--- config.mk ---
export PLATFORM = sky130hd
export DESIGN_NAME = mem_ctrl_flat
export DESIGN_NICKNAME = d
export VERILOG_FILES = /design/src/rtl/mem_ctrl_if.sv /design/src/rtl/mem_ctrl.sv /design/src/flat_wrapper.sv
export SDC_FILE = /design/constraint.sdc
export NUM_CORES = 1
export LEC_CHECK = 0
export ABC_AREA = 0
export BUFFER_PORTS_ARGS = -buffer_cell sky130_fd_sc_hd__buf_2
export CAP_MARGIN = 20
export CORE_MARGIN = 3
export CORE_UTILIZATION = 40
export DETAILED_ROUTE_END_ITERATION = 12
export PLACE_DENSITY = 0.65
export SYNTH_ARGS = -nofsm -noshare
export SYNTH_HDL_FRONTEND = slang
export SYNTH_SLANG_ARGS = --single-unit
--- constraint.sdc ---
create_clock -name clk -period 2.03 [get_ports clk]
set_input_delay 0.406 -clock clk [delete_from_list [all_inputs] [get_ports clk]]
set_output_delay 0.406 -clock clk [all_outputs]
set_load 0.01 [all_outputs]
--- src/rtl/mem_ctrl_if.sv ---
// Bus bundle between the core-side requesters (IF, MEM) and the
// byte-wide unified RAM on one side, and mem_ctrl on the other.
// The controller takes the slave view; the pipeline and RAM model take the master view.
interface mem_ctrl_if #(
  parameter int ADDR_W = 32
);

  // Instruction fetch port.
  logic              if_req;
  logic [ADDR_W-1:0] if_addr;
  logic              if_done;
  logic [31:0]       if_data;

  // Load/store port fed from the EX/MEM pipeline register.
  logic              mem_req;
  logic              mem_we;
  logic [ADDR_W-1:0] mem_addr;
  logic [2:0]        mem_len;
  logic [31:0]       mem_wdata;
  logic              mem_done;
  logic [31:0]       mem_rdata;

  // Byte-wide RAM port.
  logic [ADDR_W-1:0] ram_a;
  logic              ram_wr;
  logic [7:0]        ram_dout;
  logic [7:0]        ram_din;

  modport slave (
    input  if_req, if_addr,
    input  mem_req, mem_we, mem_addr, mem_len, mem_wdata,
    input  ram_din,
    output if_done, if_data,
    output mem_done, mem_rdata,
    output ram_a, ram_wr, ram_dout
  );

  modport master (
    output if_req, if_addr,
    output mem_req, mem_we, mem_addr, mem_len, mem_wdata,
    output ram_din,
    input  if_done, if_data,
    input  mem_done, mem_rdata,
    input  ram_a, ram_wr, ram_dout
  );

endinterface

--- src/rtl/mem_ctrl.sv ---
// Single-port memory controller: arbitrates instruction fetch against
// MEM-stage loads/stores and sequences each access as back-to-back byte
// transfers on the byte-wide RAM. Results come back with a one-cycle done
// pulse. Every output is a flop.
module mem_ctrl #(
  parameter int ADDR_W = 32
) (
  input logic     clk,
  input logic     rst,
  mem_ctrl_if.slave bus
);

  typedef enum logic [1:0] {
    IDLE   = 2'd0,
    IF_RD  = 2'd1,
    MEM_RD = 2'd2,
    MEM_WR = 2'd3
  } state_t;

  state_t            state_q,     state_d;
  logic [2:0]        cyc_q,       cyc_d;
  logic [2:0]        len_q,       len_d;
  logic [31:0]       wdata_q,     wdata_d;
  logic [31:0]       rbuf_q,      rbuf_d;
  logic [ADDR_W-1:0] ram_a_q,     ram_a_d;
  logic              ram_wr_q,    ram_wr_d;
  logic [7:0]        ram_dout_q,  ram_dout_d;
  logic              if_done_q,   if_done_d;
  logic              mem_done_q,  mem_done_d;
  logic [31:0]       if_data_q,   if_data_d;
  logic [31:0]       mem_rdata_q, mem_rdata_d;

  logic [1:0]        rd_idx;
  logic [31:0]       rd_merged;
  logic              accept_ok;

  // Byte counts other than 1 and 2 collapse to a full word.
  function automatic logic [2:0] norm_len(input logic [2:0] len);
    case (len)
      3'd1:    norm_len = 3'd1;
      3'd2:    norm_len = 3'd2;
      default: norm_len = 3'd4;
    endcase
  endfunction

  // Read byte arriving on ram_din this cycle, merged into the assembly buffer.
  // ram_din lags ram_a by one cycle, so at cycle count j the byte belongs to lane j-2.
  always_comb begin
    rd_idx    = cyc_q[1:0] - 2'd2;
    rd_merged = rbuf_q | (32'(bus.ram_din) << {rd_idx, 3'b000});
    accept_ok = !if_done_q && !mem_done_q;
  end

  // Next-state logic: acceptance and arbitration in IDLE, then byte sequencing.
  always_comb begin
    state_d     = state_q;
    cyc_d       = cyc_q;
    len_d       = len_q;
    wdata_d     = wdata_q;
    rbuf_d      = rbuf_q;
    ram_a_d     = ram_a_q;
    ram_wr_d    = 1'b0;
    ram_dout_d  = ram_dout_q;
    if_done_d   = 1'b0;
    mem_done_d  = 1'b0;
    if_data_d   = if_data_q;
    mem_rdata_d = mem_rdata_q;

    case (state_q)
      IDLE: begin
        cyc_d = 3'd0;
        if (accept_ok) begin
          if (bus.mem_req) begin
            ram_a_d = bus.mem_addr;
            len_d   = norm_len(bus.mem_len);
            wdata_d = bus.mem_wdata;
            rbuf_d  = 32'd0;
            cyc_d   = 3'd1;
            if (bus.mem_we) begin
              state_d    = MEM_WR;
              ram_wr_d   = 1'b1;
              ram_dout_d = bus.mem_wdata[7:0];
            end else begin
              state_d = MEM_RD;
            end
          end else if (bus.if_req) begin
            ram_a_d = bus.if_addr;
            len_d   = 3'd4;
            rbuf_d  = 32'd0;
            cyc_d   = 3'd1;
            state_d = IF_RD;
          end
        end
      end

      IF_RD, MEM_RD: begin
        cyc_d = cyc_q + 3'd1;
        if (cyc_q < len_q) begin
          ram_a_d = ram_a_q + ADDR_W'(1);
        end
        if (cyc_q >= 3'd2) begin
          rbuf_d = rd_merged;
        end
        if (cyc_q == len_q + 3'd1) begin
          state_d = IDLE;
          cyc_d   = 3'd0;
          if (state_q == IF_RD) begin
            if_done_d = 1'b1;
            if_data_d = rd_merged;
          end else begin
            mem_done_d  = 1'b1;
            mem_rdata_d = rd_merged;
          end
        end
      end

      MEM_WR: begin
        cyc_d = cyc_q + 3'd1;
        if (cyc_q < len_q) begin
          ram_a_d    = ram_a_q + ADDR_W'(1);
          ram_wr_d   = 1'b1;
          ram_dout_d = wdata_q[{cyc_q[1:0], 3'b000} +: 8];
        end else begin
          mem_done_d = 1'b1;
          state_d    = IDLE;
          cyc_d      = 3'd0;
        end
      end

      default: begin
        state_d = IDLE;
        cyc_d   = 3'd0;
      end
    endcase
  end

  // State, counters and all registered outputs; reset abandons any transfer.
  always_ff @(posedge clk) begin
    if (rst) begin
      state_q     <= IDLE;
      cyc_q       <= 3'd0;
      len_q       <= 3'd0;
      wdata_q     <= 32'd0;
      rbuf_q      <= 32'd0;
      ram_a_q     <= '0;
      ram_wr_q    <= 1'b0;
      ram_dout_q  <= 8'd0;
      if_done_q   <= 1'b0;
      mem_done_q  <= 1'b0;
      if_data_q   <= 32'd0;
      mem_rdata_q <= 32'd0;
    end else begin
      state_q     <= state_d;
      cyc_q       <= cyc_d;
      len_q       <= len_d;
      wdata_q     <= wdata_d;
      rbuf_q      <= rbuf_d;
      ram_a_q     <= ram_a_d;
      ram_wr_q    <= ram_wr_d;
      ram_dout_q  <= ram_dout_d;
      if_done_q   <= if_done_d;
      mem_done_q  <= mem_done_d;
      if_data_q   <= if_data_d;
      mem_rdata_q <= mem_rdata_d;
    end
  end

  assign bus.ram_a     = ram_a_q;
  assign bus.ram_wr    = ram_wr_q;
  assign bus.ram_dout  = ram_dout_q;
  assign bus.if_done   = if_done_q;
  assign bus.if_data   = if_data_q;
  assign bus.mem_done  = mem_done_q;
  assign bus.mem_rdata = mem_rdata_q;

endmodule

--- src/flat_wrapper.sv ---
// flat-port wrapper written by rule: the top's interface ports become plain ports
module mem_ctrl_flat 
#(
  parameter int ADDR_W = 32
)
  (clk, rst, bus_if_req, bus_if_addr, bus_mem_req, bus_mem_we, bus_mem_addr, bus_mem_len, bus_mem_wdata, bus_ram_din, bus_if_done, bus_if_data, bus_mem_done, bus_mem_rdata, bus_ram_a, bus_ram_wr, bus_ram_dout);
  mem_ctrl_if #(.ADDR_W(ADDR_W)) bus_i ();
  input logic clk;
  input logic rst;
  input wire logic [$bits(bus_i.if_req)-1:0] bus_if_req;
  input wire logic [$bits(bus_i.if_addr)-1:0] bus_if_addr;
  input wire logic [$bits(bus_i.mem_req)-1:0] bus_mem_req;
  input wire logic [$bits(bus_i.mem_we)-1:0] bus_mem_we;
  input wire logic [$bits(bus_i.mem_addr)-1:0] bus_mem_addr;
  input wire logic [$bits(bus_i.mem_len)-1:0] bus_mem_len;
  input wire logic [$bits(bus_i.mem_wdata)-1:0] bus_mem_wdata;
  input wire logic [$bits(bus_i.ram_din)-1:0] bus_ram_din;
  output wire logic [$bits(bus_i.if_done)-1:0] bus_if_done;
  output wire logic [$bits(bus_i.if_data)-1:0] bus_if_data;
  output wire logic [$bits(bus_i.mem_done)-1:0] bus_mem_done;
  output wire logic [$bits(bus_i.mem_rdata)-1:0] bus_mem_rdata;
  output wire logic [$bits(bus_i.ram_a)-1:0] bus_ram_a;
  output wire logic [$bits(bus_i.ram_wr)-1:0] bus_ram_wr;
  output wire logic [$bits(bus_i.ram_dout)-1:0] bus_ram_dout;
  assign bus_i.if_req = bus_if_req;
  assign bus_i.if_addr = bus_if_addr;
  assign bus_i.mem_req = bus_mem_req;
  assign bus_i.mem_we = bus_mem_we;
  assign bus_i.mem_addr = bus_mem_addr;
  assign bus_i.mem_len = bus_mem_len;
  assign bus_i.mem_wdata = bus_mem_wdata;
  assign bus_i.ram_din = bus_ram_din;
  assign bus_if_done = bus_i.if_done;
  assign bus_if_data = bus_i.if_data;
  assign bus_mem_done = bus_i.mem_done;
  assign bus_mem_rdata = bus_i.mem_rdata;
  assign bus_ram_a = bus_i.ram_a;
  assign bus_ram_wr = bus_i.ram_wr;
  assign bus_ram_dout = bus_i.ram_dout;
  mem_ctrl #(.ADDR_W(ADDR_W)) u_core (.clk(clk), .rst(rst), .bus(bus_i));
endmodule
### Word-level counts from Yosys, hierarchy flattened

Index checks and enable logic that the tools add are counted.
W data, S select, Z words.

| cells by class | value |
|---|---|
| multiply operators | 0 |
| bitwise gates (word level) | 4 |
| reductions and logical operators | 18 |
| order comparisons | 2 |
| shift operators | 2 |
| mux-type cells | 41 |
| add/sub/neg operators | 4 |
| divide/modulo/power cells | 0 |
| equal/unequal tests | 15 |

Operator list:

| cell | count |
|---|---|
| $mux W32 | 8 |
| $pmux W32 S2 | 2 |
| $add A32 B1 Y32 const B | 1 |
| $mux W8 | 4 |
| $or A32 B32 Y32 | 1 |
| $shiftx A32 B6 Y8 | 1 |
| $shl A8 B5 Y32 | 1 |
| $mux W3 | 6 |
| $pmux W8 S2 | 1 |
| $reduce_and A3 Y1 | 5 |
| $mux W1 | 10 |
| $mux W2 | 5 |
| $ne A2 B1 Y1 const B | 5 |
| $pmux W3 S3 | 1 |
| $reduce_and A4 Y1 | 2 |
| $add A3 B1 Y3 const B | 2 |
| $ne A2 B2 Y1 const B | 3 |
| $pmux W2 S3 | 1 |
| $pmux W3 S2 | 1 |
| $reduce_bool A2 Y1 | 3 |
| $reduce_or A3 Y1 | 2 |
| $reduce_and A5 Y1 | 1 |
| $eq A2 B2 Y1 const B | 2 |
| $pmux W1 S2 | 2 |
| 13 further kinds | 16 |

| storage, ports and cells | value |
|---|---|
| bits in writable memories | 0 |
| register bits | 179 |
| ROM bits | 0 |
| word-level logic and storage cells | 98 |
| latch bits | 0 |
| output and inout port bits | 107 |
| memories kept | 0 |

### Logic depth before layout (Yosys ltp)

| depth | value |
|---|---|
| word-level depth | 5 |
| mapped depth | 10 |
| depth with buffers taken out | 7 |

### Least setup slack after synthesis

No wires, ideal clock.

| timing | value |
|---|---|
| path type | register -> register |
| start point | register u_core.len_q[2] |
| end point | register u_core.ram_a_q[18] (netlist: u_core.bus.ram_a[18]) |
| clock period less this slack | 2.150 ns |
| library setup time | 0.117 ns |
| stages on the path, launching flop included | 9 |
| arrival | 2.033 ns |
| setup slack | -0.120 ns |
| path through | dfxtp_1 > inv_1 > ha_1 > or2_2 > o22ai_1 > o21ai_1 > clkbuf_1 > a21o_1 > a32o_1 |

| on the way | value |
|---|---|
| word-level cells in the longest chain between the ends | 3 |

Ends and longest elaborated chain:

| item | RTL line | RTL |
|---|---|---|
| start: declaration | mem_ctrl.sv:22 | `logic [2:0] len_q, len_d;` |
| start signal: assignment | mem_ctrl.sv:155 | `len_q <= len_d;` |
| $lt A3 B3 Y1 | mem_ctrl.sv:98, mem_ctrl.sv:119 |  |
| $ne A2 B1 Y1 (no line) | n/a |  |
| $reduce_and A3 Y1 (no line) | n/a |  |
| end signal: assignment | mem_ctrl.sv:158 | `ram_a_q <= ram_a_d;` |
| end: declaration | mem_ctrl.sv:25 | `logic [ADDR_W-1:0] ram_a_q, ram_a_d;` |

Every way passes these cells.
A chain may end at the register's enable or synchronous reset.

### Worst setup path in the final report

| timing | value |
|---|---|
| start point | register u_core.len_q[0] |
| end point | register u_core.state_q[1] |

| on the way | value |
|---|---|
| word-level cells in the longest chain between the ends | 4 |

Ends and longest elaborated chain:

| item | RTL line | RTL |
|---|---|---|
| $add A3 B1 Y3 | mem_ctrl.sv:104 | `if (cyc_q == len_q + 3'd1) begin` |
| $eq A3 B3 Y1 | mem_ctrl.sv:104 |  |
| $ne A2 B1 Y1 (no line) | n/a |  |
| $reduce_and A4 Y1 (no line) * | n/a |  |
| end signal: assignment | mem_ctrl.sv:153 | `state_q <= state_d;` |
| end: declaration | mem_ctrl.sv:20 | `state_t state_q, state_d;` |

Mark *: on every way between the ends. The rest lies on a longest branch, timed or not.

==> impl_metrics.env <==
export IMPL_crit_fanout=4
export IMPL_crit_arrival_ns=2.26
export IMPL_grt_pass1_wl_um=38350
export IMPL_status="completed"
export IMPL_synthAdderAreaFrac_pct=1.990
export IMPL_postRouteAntennaNets=0
export IMPL_r2r_end="u_core.state_q[1]"
export IMPL_setup_tns_ns=0
export IMPL_max_slew_margin_rel_pct=56.49
export IMPL_synth_xor_area_share_pct=0.5970
export IMPL_r2r_start="u_core.len_q[0]"
export IMPL_layout_nets=1312
export IMPL_rsz0062_at_grt="true"
export IMPL_r2r_cells=6
export IMPL_grt_usage_pct=21.16
export IMPL_vias_per_cell=5.473
export IMPL_die_y_um=149.0
export IMPL_drv_cap=0
export IMPL_tightest_slew_ns=0.6502
export IMPL_synthCells=956
export IMPL_p_total_w=0.01381
export IMPL_diodes=0
export IMPL_finalHoldViolCount=0
export IMPL_synth_compound_area_share_pct=23.34
export IMPL_yosys_area_top_type_share_pct=43.84
export IMPL_p_seq_share_pct=33.7
export IMPL_internal_power_w=0.008633
export IMPL_htreeDepth=4
export IMPL_antenna_found_initial=1
export IMPL_placementRows=51
export IMPL_grt_overflow=0
export IMPL_syn_to_final_growth_pct=31.10
export IMPL_crit_type="reg2reg"
export IMPL_slew_violations=0
export IMPL_port_buffers=218
export IMPL_wire_per_inst_um=16.89
export IMPL_avgSynthCellArea_um2=8.550
export IMPL_power_density_nw_per_um2=1289
export IMPL_cts_tree="built"
export IMPL_dr_total_vias=8012
export IMPL_synth_mux_area_share_pct=7.914
export IMPL_ios=219
export IMPL_netlist_area_um2=8174
export IMPL_worstHoldPathType="in2reg"
export IMPL_synth_top_flop_cell="dfxtp_1"
export IMPL_drt_iter0_drc=554
export IMPL_clockBufferDepth=2
export IMPL_hold_buffers=0
export IMPL_cp_end_kind="flop"
export IMPL_die_width_um=149.0
export IMPL_layout_drive_gt1_share_pct=31.94
export IMPL_switching_share_pct=37.49
export IMPL_die_area_um2=22190
export IMPL_holdPathStages=3
export IMPL_synthTopCellsByArea="dfxtp_1, a211oi_1, nor2_1"
export IMPL_power_leakage_nw=4.447
export IMPL_vdd_drop_max_v=0.0006291
export IMPL_gp_congestion=0.8799
export IMPL_min_period_ns=1.956
export IMPL_cts_num_sinks=179
export IMPL_synth_simple_area_share_pct=17.68
export IMPL_synth_async_reset_ratio_pct=0
export IMPL_synth_cell_types=69
export IMPL_cts_buffers_inserted=17
export IMPL_synth_edff_count=0
export IMPL_yosys_warnings=0
export IMPL_ys_ff_latch=179
export IMPL_clk_latency_ns=0.42
export IMPL_synth_top_family_by_area="compound AO/OA/AOI/OAI gates"
export IMPL_setup_violations=0
export IMPL_fin_crit_sh_pct=96.34
export IMPL_core_area_um2=19780
export IMPL_synth_area_leader_cell="dfxtp_1"
export IMPL_grt_max_degree=98
export IMPL_required_ns=2.33
export IMPL_hold_path_end="u_core.wdata_q[20]"
export IMPL_comb_power_share_pct=40.6
export IMPL_dpl_worst_slack_ns=-0.01335
export IMPL_switching_power_w=0.005178
export IMPL_max_freq_ghz=0.5113
export IMPL_drcViolationCount=0
export IMPL_clk_pin_slew_worst_paths_ns=0.07
export IMPL_root_buffer="clkbuf_16"
export IMPL_routed_wl_um=24730
export IMPL_synth_nets=1081
export IMPL_min_from="bus_mem_wdata[20]"
export IMPL_start_util_pct=41.32
export IMPL_skew_ns=0.009361
export IMPL_r2r_slack_ns=0.07
export IMPL_p_clk_share_pct=25.7
export IMPL_ys_seq_area_share_pct=43.84
export IMPL_hpwl_um=17100
export IMPL_setup_ws_ns=0.07436
export IMPL_start_kind="flop"
export IMPL_crit_start="u_core.len_q[0]"
export IMPL_grt_pass1_vias=7511
export IMPL_firstDrtPassIters=5
==> cells by family after synthesis <==
| group | Yosys count |
|---|---|
| AOI/OAI and AO/OA | 285 |
| and+or+nand+nor | 324 |
| buffers and inverters | 98 |
| muxes | 53 |
| adders and majority gates | 13 |
| DFF | 179 |
| xor gates and xnor gates | 4 |
==> registers in the layout, summed over array words and instances (netlist names) <==
register / flops
u_core.bus.ram_dout: 8
u_core.bus.if_done: 1
u_core.bus.mem_rdata: 32
u_core.bus.mem_done: 1
u_core.bus.ram_wr: 1
u_core.bus.if_data: 32
u_core.bus.ram_a: 32
u_core.cyc_q: 3
u_core.rbuf_q: 32
u_core.wdata_q: 32
u_core.len_q: 3
u_core.state_q: 2
==> repair_timing <==
item | 4_1_cts | 5_1_grt
endpoints found under the setup margin | 2 | 75
setup buffers | 2 | 3
pin swaps | 0 | 7
endpoints found under the hold margin | 0 | 0
cloned | 0 | 4
gates resized for setup | 1 | 29
==> how the worst max path moves through the flow <==
stage / cells past startpoint / slack, ns / endpoint
2_1_floorplan: 10 / -0.02 / u_core.bus.ram_a[1]
3_3_place_gp: 5 / 0.03 / u_core.state_q[1]
3_5_place_dp: 8 / -0.01 / u_core.bus.ram_a[11]
4_1_cts: 5 / 0.009 / u_core.state_q[1]
5_1_grt: 8 / -0.02 / u_core.bus.if_data[14]
6_report: 6 / 0.07 / u_core.state_q[1]
==> through the flow <==
step	area, um2	hold slack (ns)	utilization, %	cells
floorplan	8189	0.4331	-	956
global placement	9886	0.4396	49.97	1424
detailed placement	9886	0.4469	49.97	1424
CTS	10540	0.1985	53.28	1457
global route	10720	0.2004	54.17	1464
finish	10720	0.2121	54.17	1464
==> cells in the mapped netlist, types with 4 or more instances <==
cell,n
a21o_1,5
buf_2,9
mux4_2,8
buf_1,11
nand2_1,98
a31oi_1,6
nand4_1,7
o21ai_0,24
a211oi_1,75
a32o_1,5
dfxtp_1,179
a21oi_1,89
mux2_2,13
nor2_1,144
or3_1,4
ha_1,13
o2bb2ai_1,4
nor4_1,7
mux2i_1,32
a22oi_1,37
o22ai_1,4
clkbuf_1,64
nor3_1,14
nand3_1,13
o31ai_1,6
and3_1,8
inv_1,13
==> critical path, cell delays in order (launching register included) <==
cell	delay (ns)
dfxtp_1	0.34
ha_1	0.31
xnor2_1	0.21
nand3b_1	0.11
buf_4	0.18
a221o_1	0.40
o41ai_1	0.30
==> power by group through the flow <==
stage | clock [W] | sequential [W] | combinational, W
2_1_floorplan | 0 | 0.00492 | 0.00298
3_3_place_gp | 0 | 0.00471 | 0.00525
3_5_place_dp | 0 | 0.00472 | 0.00531
4_1_cts | 0.00360 | 0.00465 | 0.00538
5_1_grt | 0.00373 | 0.00475 | 0.00618
6_report | 0.00355 | 0.00466 | 0.00560
==> layout by cell type (no fill, tap or decap), types with 5 or more instances in the layout <==
| cell type | n |
|---|---|
| inv_1 | 12 |
| and3_1 | 8 |
| buf_12 | 5 |
| nand4_1 | 7 |
| o31ai_1 | 6 |
| ha_1 | 11 |
| nor2_1 | 140 |
| a22oi_1 | 36 |
| a32o_1 | 5 |
| nand3_1 | 13 |
| nor4_1 | 5 |
| mux4_2 | 8 |
| mux2_2 | 13 |
| a21o_1 | 5 |
| mux2i_1 | 32 |
| nor3_1 | 14 |
| dfxtp_1 | 175 |
| a211oi_1 | 73 |
| a21oi_1 | 88 |
| o21ai_0 | 24 |
| nand2_1 | 98 |
| buf_4 | 66 |
| clkbuf_16 | 19 |
| buf_2 | 219 |
| a31oi_1 | 6 |
==> metal layers <==
metal | track usage [%] | vias to the layer above | part of all wire (%)
met4 | 5.950 | 2 | 1.7
met1 | 28.57 | 3737 | 44
met2 | 34.28 | 297 | 47
met3 | 4.710 | 35 | 7.4
met5 | 0 | - | 0.053
li1 | - | 3941 | -
==> area by class of cell <==
| type | count | area, um2 |
|---|---|---|
| clock buffers | 20 | 456.7 |
| clock inverters | 11 | 176.4 |
| fillers | 1897 | 9065 |
| inverters | 14 | 56.30 |
| multi-input cells | 679 | 4320 |
| flip-flops and latches | 179 | 3588 |
| well taps | 265 | 331.6 |
| repair buffers | 296 | 1787 |
(Power assumes the default switching activity.)
